==> src/rtl/fetch_pkg.sv <==
// Shared types for the instruction fetch front-end: FSM states, FIFO entry layout
// and the default boot address.
package fetch_pkg;

    localparam logic [31:0] DEFAULT_RESET_PC = 32'h0000_0000;

    typedef enum logic [1:0] {
        IDLE = 2'd0,
        WAIT = 2'd1,
        DROP = 2'd2
    } fetch_state_e;

    typedef struct packed {
        logic [31:0] instr;
        logic [31:0] pcplus4;
    } fetch_entry_t;

endpackage

==> src/rtl/fetch_queue_if.sv <==
// Bundle of the memory-side and decode-side signals of the fetch front-end.
interface fetch_queue_if #(
    parameter int DEPTH = 4
);
    localparam int CW = $clog2(DEPTH + 1);

    logic          imem_req;
    logic [31:0]   imem_addr;
    logic          imem_ack;
    logic [31:0]   imem_rdata;
    logic          redirect;
    logic [31:0]   redirect_pc;
    logic          instr_valid;
    logic [31:0]   instr;
    logic [31:0]   pcplus4;
    logic          instr_ready;
    logic [CW-1:0] count;

    // Handshakes: imem_req/imem_addr are held until the edge that samples imem_ack;
    // a decode transfer happens on every rising edge where instr_valid & instr_ready,
    // and instr/pcplus4 stay stable while instr_valid is high and not yet taken.
    modport master (
        output imem_req, imem_addr,
        input  imem_ack, imem_rdata,
        input  redirect, redirect_pc,
        output instr_valid, instr, pcplus4,
        input  instr_ready,
        output count
    );

    modport slave (
        input  imem_req, imem_addr,
        output imem_ack, imem_rdata,
        output redirect, redirect_pc,
        input  instr_valid, instr, pcplus4,
        output instr_ready,
        input  count
    );

endinterface

==> src/rtl/fetch_fifo.sv <==
// Synchronous FIFO of fetch entries; the head is read straight from the storage
// registers so decode never sees a combinational path from the memory bus.
module fetch_fifo
    import fetch_pkg::*;
#(
    parameter int DEPTH = 4,
    localparam int AW = $clog2(DEPTH),
    localparam int CW = $clog2(DEPTH + 1)
) (
    input  logic         clk,
    input  logic         rst_n,
    input  logic         push_i,
    input  fetch_entry_t entry_i,
    input  logic         pop_i,
    input  logic         flush_i,
    output fetch_entry_t head_o,
    output logic         valid_o,
    output logic [CW-1:0] count_o
);

    fetch_entry_t  mem_q [DEPTH];
    logic [AW-1:0] rd_ptr_q;
    logic [AW-1:0] wr_ptr_q;
    logic [CW-1:0] count_q;
    logic          do_pop;

    assign do_pop = pop_i & (count_q != '0);

    always_ff @(posedge clk or negedge rst_n) begin
        if (!rst_n) begin
            for (int i = 0; i < DEPTH; i++) begin
                mem_q[i] <= '0;
            end
            rd_ptr_q <= '0;
            wr_ptr_q <= '0;
            count_q  <= '0;
        end else if (flush_i) begin
            // Flush wins over any push or pop presented in the same cycle.
            rd_ptr_q <= '0;
            wr_ptr_q <= '0;
            count_q  <= '0;
        end else begin
            if (push_i) begin
                mem_q[wr_ptr_q] <= entry_i;
                wr_ptr_q        <= wr_ptr_q + AW'(1);
            end
            if (do_pop) begin
                rd_ptr_q <= rd_ptr_q + AW'(1);
            end
            count_q <= count_q + CW'(push_i) - CW'(do_pop);
        end
    end

    assign head_o  = mem_q[rd_ptr_q];
    assign valid_o = (count_q != '0);
    assign count_o = count_q;

endmodule

==> src/rtl/fetch_queue.sv <==
// Fetch front-end: issues one word fetch at a time, buffers responses with their
// PC+4 and hands them to decode; a redirect flushes the buffer and orphans any pending fetch.
module fetch_queue
    import fetch_pkg::*;
#(
    parameter int          DEPTH    = 4,
    parameter logic [31:0] RESET_PC = DEFAULT_RESET_PC
) (
    input  logic          clk,
    input  logic          rst_n,
    fetch_queue_if.master bus,
    output fetch_state_e  dbg_state_o
);

    localparam int CW  = $clog2(DEPTH + 1);
    localparam int CW1 = CW + 1;

    fetch_state_e  state_q;
    logic [31:0]   fetch_pc_q;
    logic [31:0]   addr_q;
    logic          req_q;

    logic          push;
    logic          pop;
    logic          head_valid;
    logic [CW-1:0] count;
    logic [CW:0]   count_next;
    logic [31:0]   pc_plus4;
    logic [31:0]   redirect_tgt;
    fetch_entry_t  push_entry;
    fetch_entry_t  head;

    assign pc_plus4     = fetch_pc_q + 32'd4;
    assign redirect_tgt = {bus.redirect_pc[31:2], 2'b00};
    assign pop          = head_valid & bus.instr_ready;
    assign push         = (state_q == WAIT) & bus.imem_ack & ~bus.redirect;
    assign push_entry   = '{instr: bus.imem_rdata, pcplus4: pc_plus4};
    // Occupancy after this edge if the pending ack is pushed; decides back-to-back issue.
    assign count_next   = {1'b0, count} + CW1'(1) - CW1'(pop);

    always_ff @(posedge clk or negedge rst_n) begin
        if (!rst_n) begin
            state_q    <= IDLE;
            fetch_pc_q <= RESET_PC;
            addr_q     <= RESET_PC;
            req_q      <= 1'b0;
        end else begin
            case (state_q)
                IDLE: begin
                    if (bus.redirect) begin
                        fetch_pc_q <= redirect_tgt;
                    end else if (count < CW'(DEPTH)) begin
                        state_q <= WAIT;
                        req_q   <= 1'b1;
                        addr_q  <= fetch_pc_q;
                    end
                end
                WAIT: begin
                    if (bus.imem_ack) begin
                        if (bus.redirect) begin
                            fetch_pc_q <= redirect_tgt;
                            state_q    <= IDLE;
                            req_q      <= 1'b0;
                        end else begin
                            fetch_pc_q <= pc_plus4;
                            if (count_next < CW1'(DEPTH)) begin
                                addr_q <= pc_plus4;
                            end else begin
                                state_q <= IDLE;
                                req_q   <= 1'b0;
                            end
                        end
                    end else if (bus.redirect) begin
                        fetch_pc_q <= redirect_tgt;
                        state_q    <= DROP;
                    end
                end
                DROP: begin
                    // The stale request stays on the bus until memory answers it.
                    if (bus.redirect) begin
                        fetch_pc_q <= redirect_tgt;
                    end
                    if (bus.imem_ack) begin
                        state_q <= IDLE;
                        req_q   <= 1'b0;
                    end
                end
                default: begin
                    state_q <= IDLE;
                    req_q   <= 1'b0;
                end
            endcase
        end
    end

    fetch_fifo #(
        .DEPTH (DEPTH)
    ) u_fifo (
        .clk     (clk),
        .rst_n   (rst_n),
        .push_i  (push),
        .entry_i (push_entry),
        .pop_i   (pop),
        .flush_i (bus.redirect),
        .head_o  (head),
        .valid_o (head_valid),
        .count_o (count)
    );

    assign bus.imem_req    = req_q;
    assign bus.imem_addr   = addr_q;
    assign bus.instr_valid = head_valid;
    assign bus.instr       = head.instr;
    assign bus.pcplus4     = head.pcplus4;
    assign bus.count       = count;
    assign dbg_state_o     = state_q;

endmodule

==> src/flat_wrapper.sv <==
// flat-port wrapper written by rule: the top's interface ports become plain ports
module fetch_queue_flat import fetch_pkg::*;
#(
    parameter int          DEPTH    = 4,
    parameter logic [31:0] RESET_PC = DEFAULT_RESET_PC
)
  (clk, rst_n, dbg_state_o, bus_imem_req, bus_imem_addr, bus_imem_ack, bus_imem_rdata, bus_redirect, bus_redirect_pc, bus_instr_valid, bus_instr, bus_pcplus4, bus_instr_ready, bus_count);
  fetch_queue_if #(.DEPTH(DEPTH)) bus_i ();
  input  logic clk;
  input  logic rst_n;
  output fetch_state_e dbg_state_o;
  output wire logic [$bits(bus_i.imem_req)-1:0] bus_imem_req;
  output wire logic [$bits(bus_i.imem_addr)-1:0] bus_imem_addr;
  input wire logic [$bits(bus_i.imem_ack)-1:0] bus_imem_ack;
  input wire logic [$bits(bus_i.imem_rdata)-1:0] bus_imem_rdata;
  input wire logic [$bits(bus_i.redirect)-1:0] bus_redirect;
  input wire logic [$bits(bus_i.redirect_pc)-1:0] bus_redirect_pc;
  output wire logic [$bits(bus_i.instr_valid)-1:0] bus_instr_valid;
  output wire logic [$bits(bus_i.instr)-1:0] bus_instr;
  output wire logic [$bits(bus_i.pcplus4)-1:0] bus_pcplus4;
  input wire logic [$bits(bus_i.instr_ready)-1:0] bus_instr_ready;
  output wire logic [$bits(bus_i.count)-1:0] bus_count;
  assign bus_imem_req = bus_i.imem_req;
  assign bus_imem_addr = bus_i.imem_addr;
  assign bus_i.imem_ack = bus_imem_ack;
  assign bus_i.imem_rdata = bus_imem_rdata;
  assign bus_i.redirect = bus_redirect;
  assign bus_i.redirect_pc = bus_redirect_pc;
  assign bus_instr_valid = bus_i.instr_valid;
  assign bus_instr = bus_i.instr;
  assign bus_pcplus4 = bus_i.pcplus4;
  assign bus_i.instr_ready = bus_instr_ready;
  assign bus_count = bus_i.count;
  fetch_queue #(.DEPTH(DEPTH), .RESET_PC(RESET_PC)) u_core (.clk(clk), .rst_n(rst_n), .bus(bus_i), .dbg_state_o(dbg_state_o));
endmodule
==> config.mk <==
export PLATFORM = sky130hd
export DESIGN_NAME = fetch_queue_flat
export DESIGN_NICKNAME = d
export VERILOG_FILES = /design/src/rtl/fetch_pkg.sv /design/src/rtl/fetch_queue_if.sv /design/src/rtl/fetch_fifo.sv /design/src/rtl/fetch_queue.sv /design/src/flat_wrapper.sv
export SDC_FILE = /design/constraint.sdc
export NUM_CORES = 1
export LEC_CHECK = 0
export ABC_AREA = 1
export CORE_MARGIN = 2
export CORE_UTILIZATION = 40
export DETAILED_ROUTE_END_ITERATION = 8
export GPL_ROUTABILITY_DRIVEN = 0
export GPL_TIMING_DRIVEN = 0
export RECOVER_POWER = 100
export SYNTH_ARGS = -nofsm -noshare
export SYNTH_HDL_FRONTEND = slang
export SYNTH_SLANG_ARGS = --single-unit
==> constraint.sdc <==
create_clock -name clk -period 2.36 [get_ports clk]
set_input_delay 0.472 -clock clk [delete_from_list [all_inputs] [get_ports clk]]
set_output_delay 0.472 -clock clk [all_outputs]
set_load 0.01 [all_outputs]
==> results.ini <==
[status]
run_status=complete, but fails checks
violations=capacitance limit, slew limit, setup timing

[placement]
placed_cells=2628
buffer_ports.inserted=168
dp_hpwl_um=35650

[timing]
finalCritPeriodShare_pct=107.1
worst-slew-pin-transition_ns=1.622
setup-tns-final_ns=-7.507
clock_skew_ns=0.02021
final_hold_violation_count=0
max_clock_freq_mhz=395.8
worst_slew_margin_rel_pct=-8.136
unrepaired_setup_endpoints_after_global_routing=yes
finalCriticalPeriod_ns=2.527
slew_viol_final=114
final_hold_slack_ns=0.3561
report.final.setup_viol=82
worst_slack_ns=-0.1668

[pwr]
seq_power_share_pct=34.9
power_density_mw_per_mm2=1232
power_frac_comb_pct=41.3
netSwitchingFraction_pct=39.41
p_switching_mw=9.695
p_leak_nw=9.499
intPower_mw=14.90
clkPwrFrac_pct=23.8
max-vdd-ir-drop_mv=0.5920
post-layout-total-power_mw=24.60

[floorplanning]
dieWidth_um=200.7
ioPinCount=172
core_footprint_sq_mm=0.03847
initial_utilization_pct=40.25
placement_rows=72
die_area_sq_mm=0.04030
fp.dieH_um=200.7

[global_routing]
number_of_global_route_vias_before_repair=15040
grt-ovfl-total=0
initial_antenna_violation_count=0
largest_net_degree_at_the_start_of_global_routing=116
grt_first_pass_wirelength_um=84350
groute.usage.overall_pct=26.44

[cells_and_area]
fin_nets=2244
antenna_diode_count=0
area_delta_synth_final_pct=28.99
drive_above_1_share_pct=15.31
stdcell_count=2712

[synthesis]
synth_top_area_share_pct=53.34
post_synth_inst_count=1940
synth.most_common_cell=sky130_fd_sc_hd__nand2_1
ys_top_cells_by_count=554 x sky130_fd_sc_hd__nand2_1, 376 x sky130_fd_sc_hd__o21ai_0, 330 x sky130_fd_sc_hd__dfrtp_1
synthFlopType=sky130_fd_sc_hd__dfrtp_1
synth_edf_count=0
yosysWarnings=0
ys_types=41
average_footprint_of_a_synthesized_cell_sq_um=7.981
async_reset_ff_share_pct=100.0
mappedNetlistNets=2017
synth_sequential_area_ratio_pct=53.34
synthDominantAreaCellType=sky130_fd_sc_hd__dfrtp_1
postSynthRegisterBits=330
synthesis.area_sq_mm=0.01548
ys_top_cells_by_area=sky130_fd_sc_hd__dfrtp_1 53%, sky130_fd_sc_hd__nand2_1 13%, sky130_fd_sc_hd__o21ai_0 12%

[drt]
wl_per_cell_um=19.53
wl_um=52960
final_antenna_net_count=0
vias_per_cell=5.423
drtIter0Drc=1294
remaining_drc_errors=0
routed-via-count=14710
detailedRoute.firstPassIterationCount=6

[setup_path]
crit_path_dat_ns=2.05
crit_path_top_delay_cell=sky130_fd_sc_hd__dfrtp_2
worst-setup-path-type=flip-flop to primary output
cp-end-kind=primary output
crit_path_cell_trace=buf_8 -> clkinvlp_4 -> buf_12 -> buf_16 -> clkbuf_16 -> nor2_4 -> o22ai_2 -> buf_2
crit_path_start_kind=flip-flop
cp.required_ns=1.89
worst-path-max-fanout=5
cp_slowest_stage_delay_ns=0.44

[clocking]
tritoncts_clock_tree=built
h_tree_depth=2
clock_insertion_delay_worst_skew_ns=0.54
ctsLongestPathBuffers=3
tritoncts.num_buffers=38
cts_root_buffer=sky130_fd_sc_hd__clkbuf_16
clock-sinks=330
cts.reportedPaths.clkPinSlew_ns=0.06

[flow_run]
max-cap-violations=1

[hold_path]
worst_min_path_class=input port to async pin

[power by group through the flow]
stage               Combinational, mW  Clock, mW  Sequential, mW
finish                           10.2       5.86            8.59
global route                     11.2       6.18            8.80
CTS                              9.98       5.95            8.52
detailed placement               9.46          0            8.51
global placement                 9.34          0            8.51
floorplan                        4.94          0            8.38
[worst max-delay path, delay by kind of cell (launching register included)]
family                 cells  cell delay (ns)
buffers and inverters      6             0.87
flip-flops                 1             0.44
AO/OA/AOI/OAI              1             0.18
AND/OR/NAND/NOR            1             0.04
[path summary, 6_finish.rpt]
path | start | end | slack, ns | cells after the start
worst max-delay path | u_core.u_fifo.rd_ptr_q[0]$_DFFE_PN0P_ | bus_pcplus4[3] | -0.17 | 8
worst min-delay path | rst_n | u_core.u_fifo.mem_q[58]$_DFFE_PN0P_ | 0.36 | 1
worst max register to register | u_core.dbg_state_o[0]$_DFFE_PN0P_ | u_core.u_fifo.count_o[1]$_DFF_PN0_ | -0.12 | 12
worst min register to register | u_core.u_fifo.mem_q[90]$_DFFE_PN0P_ | u_core.u_fifo.mem_q[90]$_DFFE_PN0P_ | 0.48 | 2
max in group asynchronous | rst_n | u_core.bus.imem_addr[23]$_DFFE_PN0P_ | 0.24 | 2
min in group clk | u_core.u_fifo.mem_q[90]$_DFFE_PN0P_ | u_core.u_fifo.mem_q[90]$_DFFE_PN0P_ | 0.48 | 2
[cells by family after synthesis]
family                   share of synthesized area [%]
adder cells (fa/ha/maj)                         0.6950
flip-flops                                       53.34
AO/OA/AOI/OAI                                    18.73
XOR/XNOR                                        0.6223
buffers and inverters                            6.069
AND/OR/NAND/NOR                                  20.54
[cell type report]
class                      count  area [sq um]
tap                          518         648.1
timing repair buffer         187          1664
sequential                   330          8259
buffer                       119         874.6
clock inverter                 9         78.83
inverter                     110         421.7
multi-input combinational   1381          6867
fill                        3718         18500
clock buffer                  58          1157
[state kept, by name (all words and copies together) (netlist names)]
signal / cells
u_core.u_fifo.rd_ptr_q: 2
u_core.dbg_state_o: 2
u_core.u_fifo.mem_q: 256
u_core.u_fifo.wr_ptr_q: 2
u_core.bus.imem_addr: 32
u_core.fetch_pc_q: 32
u_core.bus.imem_req: 1
u_core.u_fifo.count_o: 3
[stage by stage]
step,setup WS (ns),cell area (sq um),utilization [%]
finish,-0.1668,19970,51.92
global route,-0.2193,19970,51.92
CTS,-0.1691,19780,51.41
detailed placement,-0.8517,17870,46.46
global placement,-13.77,17810,46.31
floorplan,0.1660,15480,-
[cells in the final DEF (no fill, tap or decap), types with 9 or more instances in the layout]
master / count
sky130_fd_sc_hd__clkbuf_8: 15
sky130_fd_sc_hd__a21oi_1: 58
sky130_fd_sc_hd__o21ai_4: 12
sky130_fd_sc_hd__o22ai_1: 21
sky130_fd_sc_hd__clkbuf_1: 48
sky130_fd_sc_hd__nor2_2: 16
sky130_fd_sc_hd__nand2_1: 555
sky130_fd_sc_hd__buf_6: 9
sky130_fd_sc_hd__clkdlybuf4s50_1: 63
sky130_fd_sc_hd__o22ai_2: 44
sky130_fd_sc_hd__o21ai_1: 45
sky130_fd_sc_hd__inv_1: 104
sky130_fd_sc_hd__nor2_1: 184
sky130_fd_sc_hd__dfrtp_1: 329
sky130_fd_sc_hd__buf_2: 75
sky130_fd_sc_hd__o21ai_0: 318
sky130_fd_sc_hd__xor2_1: 9
sky130_fd_sc_hd__o21ai_2: 27
sky130_fd_sc_hd__clkbuf_16: 51
sky130_fd_sc_hd__clkbuf_2: 23
sky130_fd_sc_hd__clkbuf_4: 16
sky130_fd_sc_hd__nand3_1: 38
sky130_fd_sc_hd__dlygate4sd3_1: 39
[layer usage]
layer	vias up	wire length (um)	track usage, %
met3	111	3362	3.750
met2	559	24770	42.97
met1	7196	22930	35.84
met4	0	1897	10.58
met5	-	0	0
li1	6842	-	-
[what timing repair did]
item                       CTS  global route
pin swaps                   50            19
setup buffers                8             1
cloned                       7             1
hold buffers                 0             0
gates resized for setup    510            59
setup endpoints to repair   66            87
No activity file was read; power rests on OpenSTA's default activity.
